File: src/rtl/maxpool_unit.sv
// 2x2 stride-2 signed max-pooling over a row-major valid-strobed stream.
// Even rows park horizontal pair maxima in a line buffer; odd rows combine and emit.
module maxpool_unit #(
    parameter int IMG_W  = 28,
    parameter int IMG_H  = 28,
    parameter int DATA_W = 16
) (
    input  logic                     clk,
    input  logic                     rst_n,
    input  logic signed [DATA_W-1:0] in_data,
    input  logic                     valid_in,
    input  logic                     frame_clear,
    output logic signed [DATA_W-1:0] out_data,
    output logic                     valid_out,
    output logic                     frame_done
);

    localparam int CW  = (IMG_W > 1) ? $clog2(IMG_W) : 1;
    localparam int RW  = (IMG_H > 1) ? $clog2(IMG_H) : 1;
    localparam int LB  = IMG_W / 2;
    localparam int LBW = (LB > 1) ? $clog2(LB) : 1;

    generate
        if ((IMG_W % 2) != 0 || IMG_W < 2) begin : g_bad_img_w
            $error("maxpool_unit: IMG_W must be even and >= 2");
        end
        if ((IMG_H % 2) != 0 || IMG_H < 2) begin : g_bad_img_h
            $error("maxpool_unit: IMG_H must be even and >= 2");
        end
    endgenerate

    logic [CW-1:0]            col_q, col_d, cur_col;
    logic [RW-1:0]            row_q, row_d, cur_row;
    logic signed [DATA_W-1:0] pair_q, pair_d;
    logic signed [DATA_W-1:0] out_q, out_d;
    logic                     vout_q, vout_d;
    logic                     fdone_q, fdone_d;
    logic signed [DATA_W-1:0] hmax, lb_rdata, pool;
    logic [LBW-1:0]           lb_idx;
    logic                     lb_we;
    logic                     col_last, row_last;

    // Contents are written on every even row before the odd row reads them.
    logic signed [DATA_W-1:0] linebuf [LB];

    // frame_clear rebases the position so a same-cycle sample is pixel (0,0).
    assign cur_col  = frame_clear ? '0 : col_q;
    assign cur_row  = frame_clear ? '0 : row_q;
    assign col_last = (cur_col == CW'(IMG_W - 1));
    assign row_last = (cur_row == RW'(IMG_H - 1));
    assign lb_idx   = LBW'(cur_col >> 1);
    assign lb_rdata = linebuf[lb_idx];
    assign hmax     = (in_data > pair_q) ? in_data : pair_q;
    assign pool     = (lb_rdata > hmax) ? lb_rdata : hmax;

    always_comb begin
        col_d   = cur_col;
        row_d   = cur_row;
        pair_d  = pair_q;
        out_d   = out_q;
        vout_d  = 1'b0;
        fdone_d = 1'b0;
        lb_we   = 1'b0;
        if (valid_in) begin
            if (!cur_col[0]) begin
                pair_d = in_data;
            end else if (!cur_row[0]) begin
                lb_we = 1'b1;
            end else begin
                out_d   = pool;
                vout_d  = 1'b1;
                fdone_d = col_last && row_last;
            end
            if (col_last) begin
                col_d = '0;
                row_d = row_last ? '0 : cur_row + RW'(1);
            end else begin
                col_d = cur_col + CW'(1);
            end
        end
    end

    always_ff @(posedge clk or negedge rst_n) begin
        if (!rst_n) begin
            col_q   <= '0;
            row_q   <= '0;
            pair_q  <= '0;
            out_q   <= '0;
            vout_q  <= 1'b0;
            fdone_q <= 1'b0;
        end else begin
            col_q   <= col_d;
            row_q   <= row_d;
            pair_q  <= pair_d;
            out_q   <= out_d;
            vout_q  <= vout_d;
            fdone_q <= fdone_d;
        end
    end

    always_ff @(posedge clk) begin
        if (lb_we) begin
            linebuf[lb_idx] <= hmax;
        end
    end

    assign out_data   = out_q;
    assign valid_out  = vout_q;
    assign frame_done = fdone_q;

endmodule
File: config.mk
export PLATFORM = sky130hd
export DESIGN_NAME = maxpool_unit
export DESIGN_NICKNAME = d
export VERILOG_FILES = /design/src/rtl/maxpool_unit.sv
export SDC_FILE = /design/constraint.sdc
export NUM_CORES = 1
export LEC_CHECK = 0
export CORE_MARGIN = 2
export CORE_UTILIZATION = 59
export CTS_CLUSTER_SIZE = 10
export DETAILED_ROUTE_END_ITERATION = 12
export GPL_TIMING_DRIVEN = 0
export PLACE_DENSITY = 0.75
export SYNTH_ARGS = -nofsm -noshare
export SYNTH_HDL_FRONTEND = slang
export SYNTH_SLANG_ARGS = --single-unit
File: constraint.sdc
create_clock -name clk -period 4.45 [get_ports clk]
set_clock_uncertainty 0.05 [all_clocks]
set_input_delay 0.89 -clock clk [delete_from_list [all_inputs] [get_ports clk]]
set_output_delay 0.89 -clock clk [all_outputs]
set_load 0.02 [all_outputs]
==> results of run 1 <==
[cell families (layout without fill, tap and decap cells)]
| family | Yosys count | after routing | synth area share |
|---|---|---|---|
| AOI/OAI and AO/OA | 189 | 189 | 0.126 |
| buffers and inverters | 107 | 221 | 0.0369 |
| DFF | 268 | 268 | 0.623 |
| adders and majority gates | 36 | 36 | 0.0359 |
| xor gates and xnor gates | 2 | 2 | 0.00139 |
| and+or+nand+nor | 257 | 257 | 0.121 |
| muxes | 68 | 68 | 0.0556 |
[path summary, 6_finish.rpt]
check                             start           end  slack (ps)  cells after the start
min reg2reg                out_data[13]  out_data[13]         450                      2
max in group asynchronous         rst_n      row_q[0]        3550                      2
max reg2reg                    col_q[1]   out_data[2]         280                     16
min in group clk           out_data[13]  out_data[13]         450                      2
min                               rst_n    pair_q[10]         260                      1
max                         frame_clear   out_data[2]         110                     15
[what timing repair did]
action	CTS	global route
pin swaps	10	15
setup endpoints to repair	16	16
setup buffers	9	7
hold buffers	0	0
resized for setup	23	66
cloned	0	1
[cells in the mapped netlist (5+ instances only)]
cell type	count
o211ai_2	15
clkbuf_1	37
buf_1	7
buf_2	16
nand4_1	21
mux2i_1	63
ha_1	36
o221ai_1	45
nor4_1	5
nor4_2	28
a32oi_1	16
nand2_1	97
edfxtp_1	224
nand3_1	26
a21oi_1	14
o2111ai_1	15
nor3_2	15
o21ai_0	19
dfrtp_1	44
nor2b_1	9
a2bb2oi_1	45
inv_1	39
nor3_1	7
nor2_1	25
nand2b_1	6
[sequential cells by signal (all words and copies together), names as in the netlist]
register / count
frame_done: 1
pair_q: 16
valid_out: 1
linebuf: 224
row_q: 5
out_data: 16
col_q: 5
[routing by layer]
layer  share of wire  up-vias  track usage  wire length [um]
li1                -     3838            -                 -
met1            0.42     4345        0.404             13200
met2            0.47      420        0.447             14900
met3           0.079       71       0.0442              2500
met4           0.031        0        0.101               970
met5               0        -            0                 0
[through the flow]
| step | setup WS [ps] | std cells | instance area [sq um] |
|---|---|---|---|
| floorplan | 152 | 927 | 12600 |
| global placement | -1130 | 1239 | 13300 |
| global route | 16.6 | 1316 | 14700 |
| finish | 110 | 1316 | 14700 |
| detailed placement | -1170 | 1250 | 13500 |
| CTS | 12.4 | 1311 | 14500 |
[power by group]
group          leakage (nW)  switching [mW]  internal, mW
Clock                 0.412           0.917          1.27
Combinational          2.22           0.823         0.378
Sequential             2.62          0.0286          2.97
[cells in the final DEF, fill, tap and decap left out, drive strengths merged, types with 2 or more instances in the layout]
cell	n
clkinv	4
a21oi	15
a211oi	2
xor2	2
a21o	3
o211ai	16
nor4	33
a32oi	16
a2bb2oi	45
o21ai	22
buf	58
mux2i	63
nand4b	3
nand2	97
dlymetal6s2s	14
dfrtp	44
and3	4
and2	4
nor3	22
nand4	21
nand2b	6
edfxtp	224
nor2b	9
nor2	25
nand3	26
o221ai	45
o2111ai	15
mux2	4
ha	36
clkdlybuf4s50	22
clkbuf	82
inv	40
and4	4
[cell type report]
type | instances | area [sq um] | share of cell area
plain buffers | 64 | 363 | 0.0246
repair buffers | 65 | 688 | 0.0467
flip-flops and latches | 268 | 7830 | 0.532
well taps | 275 | 344 | 0.0234
clock inverters | 5 | 23.8 | 0.00161
inverters | 40 | 156 | 0.0106
clock buffers | 47 | 836 | 0.0568
multi-input cells | 552 | 4490 | 0.305
==> qor.yml, run 1 <==
status:
  status: "finished clean"
yosys:
  ys_seq_area_frac: 0.623
  synth_top_area_frac: 0.535
  synth_top_cells_by_area: "edfxtp_1, dfrtp_1, mux2i_1"
  synthArstFlopShare: 0.164
  synth_area_sq_um: 12600
  synth_top_cell_by_area: "edfxtp_1"
  synth.distinct_cells: 56
  syn_nets: 983
  postSynthCellCount: 927
  synth_edf_count: 224
  yosys_warnings: 0
  avgSynthCellArea_sq_um: 13.6
  synth_flop_cell: "edfxtp_1"
  ys_seq_elements: 268
power:
  ir_worst_vdd_v: 0.000366
  leakagePower_nw: 5.25
  power_mw: 6.39
  power.density_nw_per_um2: 434
finish:
  areaGrowthSynthToFinish_pct: 17.2
  fillers: 1465
  layout-drive-gt1-share: 0.190
  post-route-util: 0.703
  nets: 1078
  insertedDiodeCount: 0
sta:
  setup_violations: 0
  maxSlewHeadroom: 0.303
  hold_slack_ps: 261
  fmax_mhz: 230
  rsz0062_at_grt: "false"
  tightest_slew_ps: 1050
  tns_ps: 0
  slew_violations: 0
  fin_crit_sh: 0.975
  hold_viol: 0
  layout_min_cycle_time_ps: 4340
route:
  postRouteAntennaNets: 0
  drt_iter0_markers: 914
  routed_wl_um: 31600
  remaining_drc_errors: 0
  routedWlPerCell_um: 24.0
  num_vias: 8674
  dr.pass1.iters: 5
  viasPerCell: 6.59
hold_path:
  hp-class: "in -> async"
floorplan:
  core_area_sq_um: 21000
  io_pins: 38
  die_height_um: 150
  initial_utilization: 0.599
  std_cell_rows: 53
  die_width_um: 150
  dieArea_sq_um: 22500
cts:
  insertion_delay_ps: 550
  clock_path_buffers: 3
  tritoncts: "done"
  cts.reportedPaths.clkPinSlew_ps: 60
  cts_buffers: 31
  clock-sinks: 268
  cts_root_buffer: "clkbuf_16"
  htree_levels: 1
placed_design:
  place_hpwl_um: 21800
  place.gp.congestion: 0.907
  port_buffers: 37
critical_path:
  max_stage_delay_ps: 640
  cp.arrival_ps: 4700
  critPathLaunchType: "input port"
  critical_path.top_delay_family: "buffers and inverters"
  crit_slowest_cell: "clkdlybuf4s50_1"
  crit_path_end_kind: "register"
  crit_type: "in -> reg"
  path_common_cell: "buf_4"
  path_cells: "clkdlybuf4s50_1 -> clkbuf_1 -> buf_1 -> o221ai_1 -> o2111ai_1 -> ha_1 -> nand4_1 -> buf_4 -> nor2_1 -> nor3_2 -> nand4b_1 -> buf_4 -> buf_4 -> nand4_1 -> o211ai_2"
  cp_max_fo: 10
  cp.required_ps: 4810
  crit_buf_inv: 6
global_routing:
  antenna_found_initial: 0
  grt_max_degree: 25
  grt_pass1_vias: 8488
  grt_pass1_wl_um: 48400
  overflow: 0
  grt.total_usage: 0.283
flow_run:
  maxCapViolations: 0
Note: power is estimated with default switching activity, not from simulation.
==> inputs of run 2 (changes only) <==
Settings changed: CORE_UTILIZATION 59 to 45, PLACE_DENSITY 0.75 to 0.59.
==> run 2 against run 1 <==
  * Via count is 4.1% lower
  * Register-to-register slack gained 20 ps
  * Combinational power is essentially flat
  * Fmax down 0.24%
  * Routed wire length increased by 2.2%
  * Global-route usage is 5.9 points lower
  * Sequential power is essentially flat
  * Worst hold slack gained 21 ps
==> qor.yml, run 2 (synthesis gave the netlist of run 1 again) <==
floorplan:
  core_area_sq_um: 27600
  io_pins: 38
  initial_utilization: 0.455
  dieArea_sq_um: 29300
  die_height_um: 171
  die_width_um: 171
  std_cell_rows: 61
sta:
  maxSlewHeadroom: 0.389
  tightest_slew_ps: 916
  layout_min_cycle_time_ps: 4350
  fmax_mhz: 230
  fin_crit_sh: 0.978
  setup_ws_ps: 99.3
  slew_violations: 0
  hold_viol: 0
  setup_violations: 0
cts:
  clock-sinks: 268
  tritoncts: "done"
  cts.reportedPaths.clkPinSlew_ps: 60
  cts_buffers: 31
  clock_path_buffers: 3
  insertion_delay_ps: 570
  htree_levels: 1
  cts_root_buffer: "clkbuf_16"
route:
  postRouteAntennaNets: 0
  dr.pass1.iters: 5
  num_vias: 8319
  routed_wl_um: 32300
  viasPerCell: 5.88
  remaining_drc_errors: 0
  routedWlPerCell_um: 22.8
  drt_iter0_markers: 732
critical_path:
  cp.required_ps: 4840
  crit_path_end_kind: "register"
  cp_max_fo: 10
  cp.arrival_ps: 4740
  crit_type: "in -> reg"
  critPathLaunchType: "input port"
power:
  ir_worst_vdd_v: 0.000303
  leakagePower_nw: 5.22
  power.density_nw_per_um2: 435
global_routing:
  overflow: 0
  grt.total_usage: 0.225
  grt_pass1_wl_um: 49600
  grt_pass1_vias: 8317
  grt_max_degree: 24
  antenna_found_initial: 0
finish:
  areaGrowthSynthToFinish_pct: 18.5
  regMostFlops: "linebuf"
  fillers: 2389
  nets: 1080
  layout-drive-gt1-share: 0.190
  final_common_cell: "edfxtp_1"
  post-route-util: 0.539
  final_cell_mix: "edfxtp_1, nand2_1, mux2i_1"
  final_area_sq_um: 14900
  largest_reg_flops: 224
  insertedDiodeCount: 0
placed_design:
  placed_area_sq_um: 13700
  place_hpwl_um: 23400
  place.gp.congestion: 0.873
  pre_cts_slack_ps: -1290
  port_buffers: 37
status:
  status: "finished clean"
hold_path:
  hp-class: "in -> async"
flow_run:
  maxCapViolations: 0
run 2: changes by cell type in the layout (fill, tap and decap cells not counted), sizes merged:
cell	previous run	this run
clkdlybuf4s50	22	29
dlymetal6s2s	14	7
buf	58	59
bufinv	0	1
clkinv	4	1
clkbuf	82	80
run 2: cell type report:
class                      instances  area, sq um  share of cell area
buffer                            66          368              0.0247
clock buffer                      44          835              0.0561
clock inverter                     3         53.8             0.00361
inverter                          40          156              0.0105
multi-input combinational        552         4430               0.297
sequential                       268         7830               0.526
tap                              378          473              0.0318
timing repair buffer              65          746              0.0501
run 2: timing repair:
item                       4_1_cts  5_1_grt
setup endpoints to repair       16       16
hold buffers                     0        0
setup buffers                    5       10
pin swaps                        9       16
gates resized for setup         20       54
run 2: layer usage:
layer	part of all wire	vias to the layer above	track usage
met3	0.059	51	0.0359
met1	0.46	4152	0.327
met2	0.46	276	0.353
met5	0	-	0
li1	-	3840	-
met4	0.022	0	0.0571
run 2: final timing paths:
check | from | endpoint | slack [ps] | depth (start not counted)
max | in_data[8] | out_data[11] | 100 | 16
min | rst_n | pair_q[9] | 280 | 1
max reg2reg | col_q[1] | out_data[11] | 300 | 14
min reg2reg | out_data[11] | out_data[11] | 460 | 2
max in group asynchronous | rst_n | col_q[4] | 3500 | 2
min in group clk | out_data[11] | out_data[11] | 460 | 2
run 2: through the flow:
stage	TNS, ps	hold WS [ps]	power [mW]	std cells
finish	0	283	6.48	1416
global route	-276	321	6.74	1416
CTS	0	291	6.46	1407
detailed placement	-19080	451	4.13	1355
global placement	-34570	462	4.11	1342
floorplan	0	431	3.76	927
run 2: worst max-delay path, stage by stage:
cell	delay, ps
clkdlybuf4s50_1	480
ha_1	310
and4_2	230
and2_4	190
a211o_4	380
buf_6	180
nor4_2	280
nor3_2	100
ha_1	300
nand4_1	230
nor3_2	370
o21ai_2	120
nand4b_1	210
a21o_4	220
buf_12	150
o211ai_2	80
run 2: where the power goes:
| group | switching [mW] | internal [mW] | leakage (nW) |
|---|---|---|---|
| sequential | 0.0282 | 2.97 | 2.62 |
| combinational | 0.818 | 0.375 | 2.18 |
| clock | 0.952 | 1.34 | 0.429 |
| total | 1.80 | 4.68 | 5.22 |
